### src/rtl/down_counter_if.sv
// Control and status bundle for down_counter: load/enable controls in,
// registered count and FSM status out.
interface down_counter_if #(
  parameter int WIDTH = 4
) ();
  logic             load;
  logic [WIDTH-1:0] load_val;
  logic             en;
  logic             auto_reload;
  logic [WIDTH-1:0] out;
  logic             tc;
  logic             underflow;
  logic             busy;
  logic             done;

  modport master (
    output load, load_val, en, auto_reload,
    input  out, tc, underflow, busy, done
  );

  modport slave (
    input  load, load_val, en, auto_reload,
    output out, tc, underflow, busy, done
  );
endinterface

### src/rtl/down_counter.sv
// Loadable down counter with IDLE/RUN/DONE control, optional auto-reload
// at underflow and a one-cycle registered underflow pulse.
module down_counter #(
  parameter int WIDTH = 4
) (
  input  logic          clk,
  input  logic          reset,
  down_counter_if.slave bus
);

  typedef enum logic [1:0] {IDLE, RUN, DONE} state_t;

  state_t           state, state_n;
  logic [WIDTH-1:0] cnt, cnt_n;
  logic [WIDTH-1:0] reload, reload_n;
  logic             unf, unf_n;

  always_ff @(posedge clk or negedge reset) begin
    if (!reset) begin
      state  <= IDLE;
      cnt    <= '0;
      reload <= '0;
      unf    <= 1'b0;
    end else begin
      state  <= state_n;
      cnt    <= cnt_n;
      reload <= reload_n;
      unf    <= unf_n;
    end
  end

  // Load wins over counting; the count never wraps below zero, it either
  // reloads or parks at 0 in DONE.
  always_comb begin
    state_n  = state;
    cnt_n    = cnt;
    reload_n = reload;
    unf_n    = 1'b0;
    if (bus.load) begin
      cnt_n    = bus.load_val;
      reload_n = bus.load_val;
      state_n  = (bus.load_val != '0) ? RUN : IDLE;
    end else if (state == RUN && bus.en) begin
      if (cnt != '0) begin
        cnt_n = cnt - 1'b1;
      end else begin
        unf_n = 1'b1;
        if (bus.auto_reload) cnt_n   = reload;
        else                 state_n = DONE;
      end
    end
  end

  assign bus.out       = cnt;
  assign bus.tc        = (cnt == '0);
  assign bus.underflow = unf;
  assign bus.busy      = (state == RUN);
  assign bus.done      = (state == DONE);

endmodule

### src/flat_wrapper.sv
// flat-port wrapper written by rule: the top's interface ports become plain ports
module down_counter_flat 
#(
  parameter int WIDTH = 4
)
  (clk, reset, bus_load, bus_load_val, bus_en, bus_auto_reload, bus_out, bus_tc, bus_underflow, bus_busy, bus_done);
  down_counter_if #(.WIDTH(WIDTH)) bus_i ();
  input  logic clk;
  input  logic reset;
  input wire logic [$bits(bus_i.load)-1:0] bus_load;
  input wire logic [$bits(bus_i.load_val)-1:0] bus_load_val;
  input wire logic [$bits(bus_i.en)-1:0] bus_en;
  input wire logic [$bits(bus_i.auto_reload)-1:0] bus_auto_reload;
  output wire logic [$bits(bus_i.out)-1:0] bus_out;
  output wire logic [$bits(bus_i.tc)-1:0] bus_tc;
  output wire logic [$bits(bus_i.underflow)-1:0] bus_underflow;
  output wire logic [$bits(bus_i.busy)-1:0] bus_busy;
  output wire logic [$bits(bus_i.done)-1:0] bus_done;
  assign bus_i.load = bus_load;
  assign bus_i.load_val = bus_load_val;
  assign bus_i.en = bus_en;
  assign bus_i.auto_reload = bus_auto_reload;
  assign bus_out = bus_i.out;
  assign bus_tc = bus_i.tc;
  assign bus_underflow = bus_i.underflow;
  assign bus_busy = bus_i.busy;
  assign bus_done = bus_i.done;
  down_counter #(.WIDTH(WIDTH)) u_core (.clk(clk), .reset(reset), .bus(bus_i));
endmodule
### config.mk
export PLATFORM = sky130hd
export DESIGN_NAME = down_counter_flat
export DESIGN_NICKNAME = d
export VERILOG_FILES = /design/src/rtl/down_counter_if.sv /design/src/rtl/down_counter.sv /design/src/flat_wrapper.sv
export SDC_FILE = /design/constraint.sdc
export NUM_CORES = 1
export LEC_CHECK = 0
export CORE_UTILIZATION = 25
export DETAILED_ROUTE_END_ITERATION = 10
export PLACE_DENSITY = 0.51
export SYNTH_ARGS = -nofsm -noshare
export SYNTH_HDL_FRONTEND = slang
export SYNTH_SLANG_ARGS = --single-unit
### constraint.sdc
create_clock -name clk -period 4.9 [get_ports clk]
set_input_delay 0.735 -clock clk [delete_from_list [all_inputs] [get_ports clk]]
set_output_delay 0.735 -clock clk [all_outputs]
set_load 0.03 [all_outputs]
==> metrics.md <==
| Metric | Value |
|---|---|
| Status | `finished, final reports clean` |
| Layout area overhead | `35.73%` |
| Grt ovf | `0` |
| Crit path depth | `4` |
| Distinct cells, synth | `30` |
| Ant diodes | `0` |
| Dominant cells by area after synthesis | `dfrtp_1, o211ai_1, inv_1` |
| Final hold viol count | `0` |
| Most instantiated library cell after synthesis | `dfrtp_1` |
| Sink Count | `11` |
| CP delay by family, top | `buffers and inverters` |
| Layout cell share with drive strength beyond 1 | `0.09091` |
| Clock skew | `0.001818 ns` |
| Synthesized flop and latch total | `11` |
| Logic pwr share | `0.271` |
| TritonRoute pass-1 iters | `4` |
| WP data arrival | `2.13 ns` |
| Total of fill cells in the finished design | `252` |
| Slew margin rel. | `0.6626` |
| Post_cts resized | `0` |
| Bufs and invs on worst path | `2` |
| Worst EP required | `4.16 ns` |
| Routed WL per cell | `13.13 microns` |
| Flop2flop setup slack | `3.16 ns` |
| Worst reg2reg path endpoint | `u_core.bus.out[1]$_DFFE_PN0P_` |
| Clock Latency Late Sink | `0.27 ns` |
| CTS root buf | `clkbuf_4` |
| Final setup violation count | `0` |
| Sw Ratio | `0.3130` |
| DRT iter0 DRCs | `15` |
| Die Area | `2639 sq um` |
| R2r startpoint | `u_core.bus.out[0]$_DFFE_PN0P_` |
| Reg clk slew, reported paths | `0.07 ns` |
| Worst setup SP type | `flip-flop` |
| PD cells | `283.9 nW/um^2` |
| Hold Crit Depth | `1` |
| Starting Density | `0.2703` |
| Max VDD drop | `0.2179 mV` |
| Critical-path maximum fanout | `7` |
| Post-Route WL | `1379 microns` |
| FP Rows | `17` |
| Global-route usage over all layers | `0.1328` |
| Die width | `51.37 microns` |
| Die Ht | `51.37 microns` |
| Total CTS buffers | `3` |
| Pins over their slew limit | `0` |
| Final min period | `2.869 ns` |
| Util after Layout | `0.3668` |
| CP max-delay cell | `clkdlybuf4s50_1` |
| CP Cell Sequence | `inv_1, ha_1, nor3b_2, clkdlybuf4s50_1` |
| Vias in the first global route | `533` |
| Antenna-violating nets left | `0` |
| Synthesized net count | `68` |
| Worst slew pin tran | `0.5046 ns` |
| Max Fclk | `348.5 MHz` |
| WS Path Type | `flip-flop to output port` |
| Gate Count Post-Synth | `58` |
| Final nets | `88` |
| Setup TNS | `0 ns` |
| Largest area contributor in the netlist | `dfrtp_1` |
| Number of antenna violations at the first check in global routing | `0` |
| First-pass GRT wire length | `2601 microns` |
| Period utilization | `0.5856` |
| Seq/Total Area, Yosys | `0.4517` |
| Syn_area_per_cell | `10.51 sq um` |
| CP peak stage delay | `0.74 ns` |
| WHS Endpoint | `u_core.reload[2]$_DFFE_PN0P_` |
| I/O pin total | `17` |
| CTS tree | `yes` |
| Via/cell ratio | `5.038` |
| DRC Markers | `0` |
| Nature of the critical path endpoint | `output port` |
| H-Tree Level Count | `1` |
| Sw power | `73.48 uW` |
| Clk pwr share | `0.264` |
| Fraction of registers with async set/reset | `1.000` |
| Post-synth EDFFs | `0` |
| Dominant synthesized flop cell | `dfrtp_1` |
| Dpl hpwl | `1072 microns` |
| Largest net degree at the start of global routing | `13` |
| Reg power frac | `0.464` |
| Internal power | `161.3 uW` |
| Clock buffer depth | `2` |
| Post-CTS Hold Fix Bufs | `0` |
| Synth warn | `0` |
| RSZ-0062 raised after global routing | `false` |
| Min-delay worst type | `flip-flop to flip-flop` |
| Top cells by count, synth | `dfrtp_1, inv_1, o211ai_1` |
| Vias post-DR | `529` |
| Number of port buffers | `16` |
| Hold Crit Start | `u_core.reload[2]$_DFFE_PN0P_` |
| Synthesized area | `609.3 sq um` |
| Synth top area share | `0.4517` |
| Setup bufs post-CTS | `0` |
| Core ar. | `2255 sq um` |
| Worst r2r path cells | `5` |
| Max Cap Viol | `0` |
| Leakage | `0.0003182 uW` |
| RD Place Congestion | `0.7818` |
cell families after synthesis:
family | after synthesis | synth area share
buffers and inverters | 7 | 0.04311
DFF | 11 | 0.4517
muxes | 4 | 0.07187
and+or+nand+nor | 20 | 0.2279
AOI/OAI and AO/OA | 15 | 0.1848
adders and majority gates | 1 | 0.02053
power groups by stage:
stage | logic, uW | registers, uW | clock network, uW
2_1_floorplan | 29.4 | 117 | 0
3_3_place_gp | 65.3 | 110 | 0
3_5_place_dp | 64.0 | 111 | 0
4_1_cts | 64.4 | 109 | 64.2
5_1_grt | 70.1 | 111 | 69.1
6_report | 63.7 | 109 | 62.0
layout make-up:
class	count	area, sq um	share of cell area
multi-input combinational	40	307.8	0.3722
sequential	11	275.3	0.3328
timing repair buffer	16	160.2	0.1936
tap	28	35.03	0.04236
clock buffer	4	26.28	0.03177
inverter	6	22.52	0.02723
placed cells by master (no fill, tap or decap), drive strengths merged, types with 2 or more instances in the layout:
cell type       n
nor2            3
nand3b          2
o21ai           3
nor3b           2
clkbuf          4
clkdlybuf4s50  16
nor2b           3
o211ai          4
nand2           2
a41oi           2
mux2            3
inv             6
dfrtp          11
metrics by stage:
| step | instance area [sq um] | setup WS [ns] | hold slack [ns] | std cells | power, uW |
|---|---|---|---|---|---|
| final | 827.0 | 2.031 | 0.5195 | 105 | 234.8 |
| after global placement | 800.8 | 2.366 | 0.4948 | 101 | 175.6 |
| after detailed placement | 800.8 | 2.312 | 0.5008 | 101 | 174.8 |
| after CTS | 827.0 | 2.010 | 0.5170 | 105 | 237.4 |
| after global routing | 827.0 | 1.880 | 0.5446 | 105 | 250.1 |
| after floorplan | 609.3 | 2.743 | 0.4394 | 58 | 146.3 |
worst max-delay path by stage:
stage | startpoint | end | slack (ns)
2_1_floorplan | u_core.bus.out[0]$_DFFE_PN0P_ | bus_tc | 2.74
3_3_place_gp | u_core.bus.out[0]$_DFFE_PN0P_ | bus_tc | 2.37
3_5_place_dp | u_core.bus.out[0]$_DFFE_PN0P_ | bus_tc | 2.31
4_1_cts | u_core.bus.out[0]$_DFFE_PN0P_ | bus_tc | 2.01
5_1_grt | u_core.bus.out[0]$_DFFE_PN0P_ | bus_tc | 1.88
6_report | u_core.bus.out[0]$_DFFE_PN0P_ | bus_tc | 2.03
flip-flops by register name, indices dropped and copies added, names as in the netlist:
| name | count |
|---|---|
| u_core.reload | 4 |
| u_core.bus.underflow | 1 |
| u_core.bus.out | 4 |
| u_core.state | 2 |
metal layers:
layer / global-route usage / up-vias / share of wire
li1: - / 255 / -
met2: 0.1818 / 12 / 0.43
met3: 0.03274 / 2 / 0.046
met1: 0.1945 / 260 / 0.51
met4: 0.05405 / 0 / 0.012
met5: 0 / - / 0
worst register-to-register path: stages (launching register included):
cell,delay [ns]
dfrtp_1,0.42
inv_1,0.09
ha_1,0.26
nor3b_2,0.37
mux2_1,0.36
o211ai_1,0.17
Power figures use the tool's default switching activity.
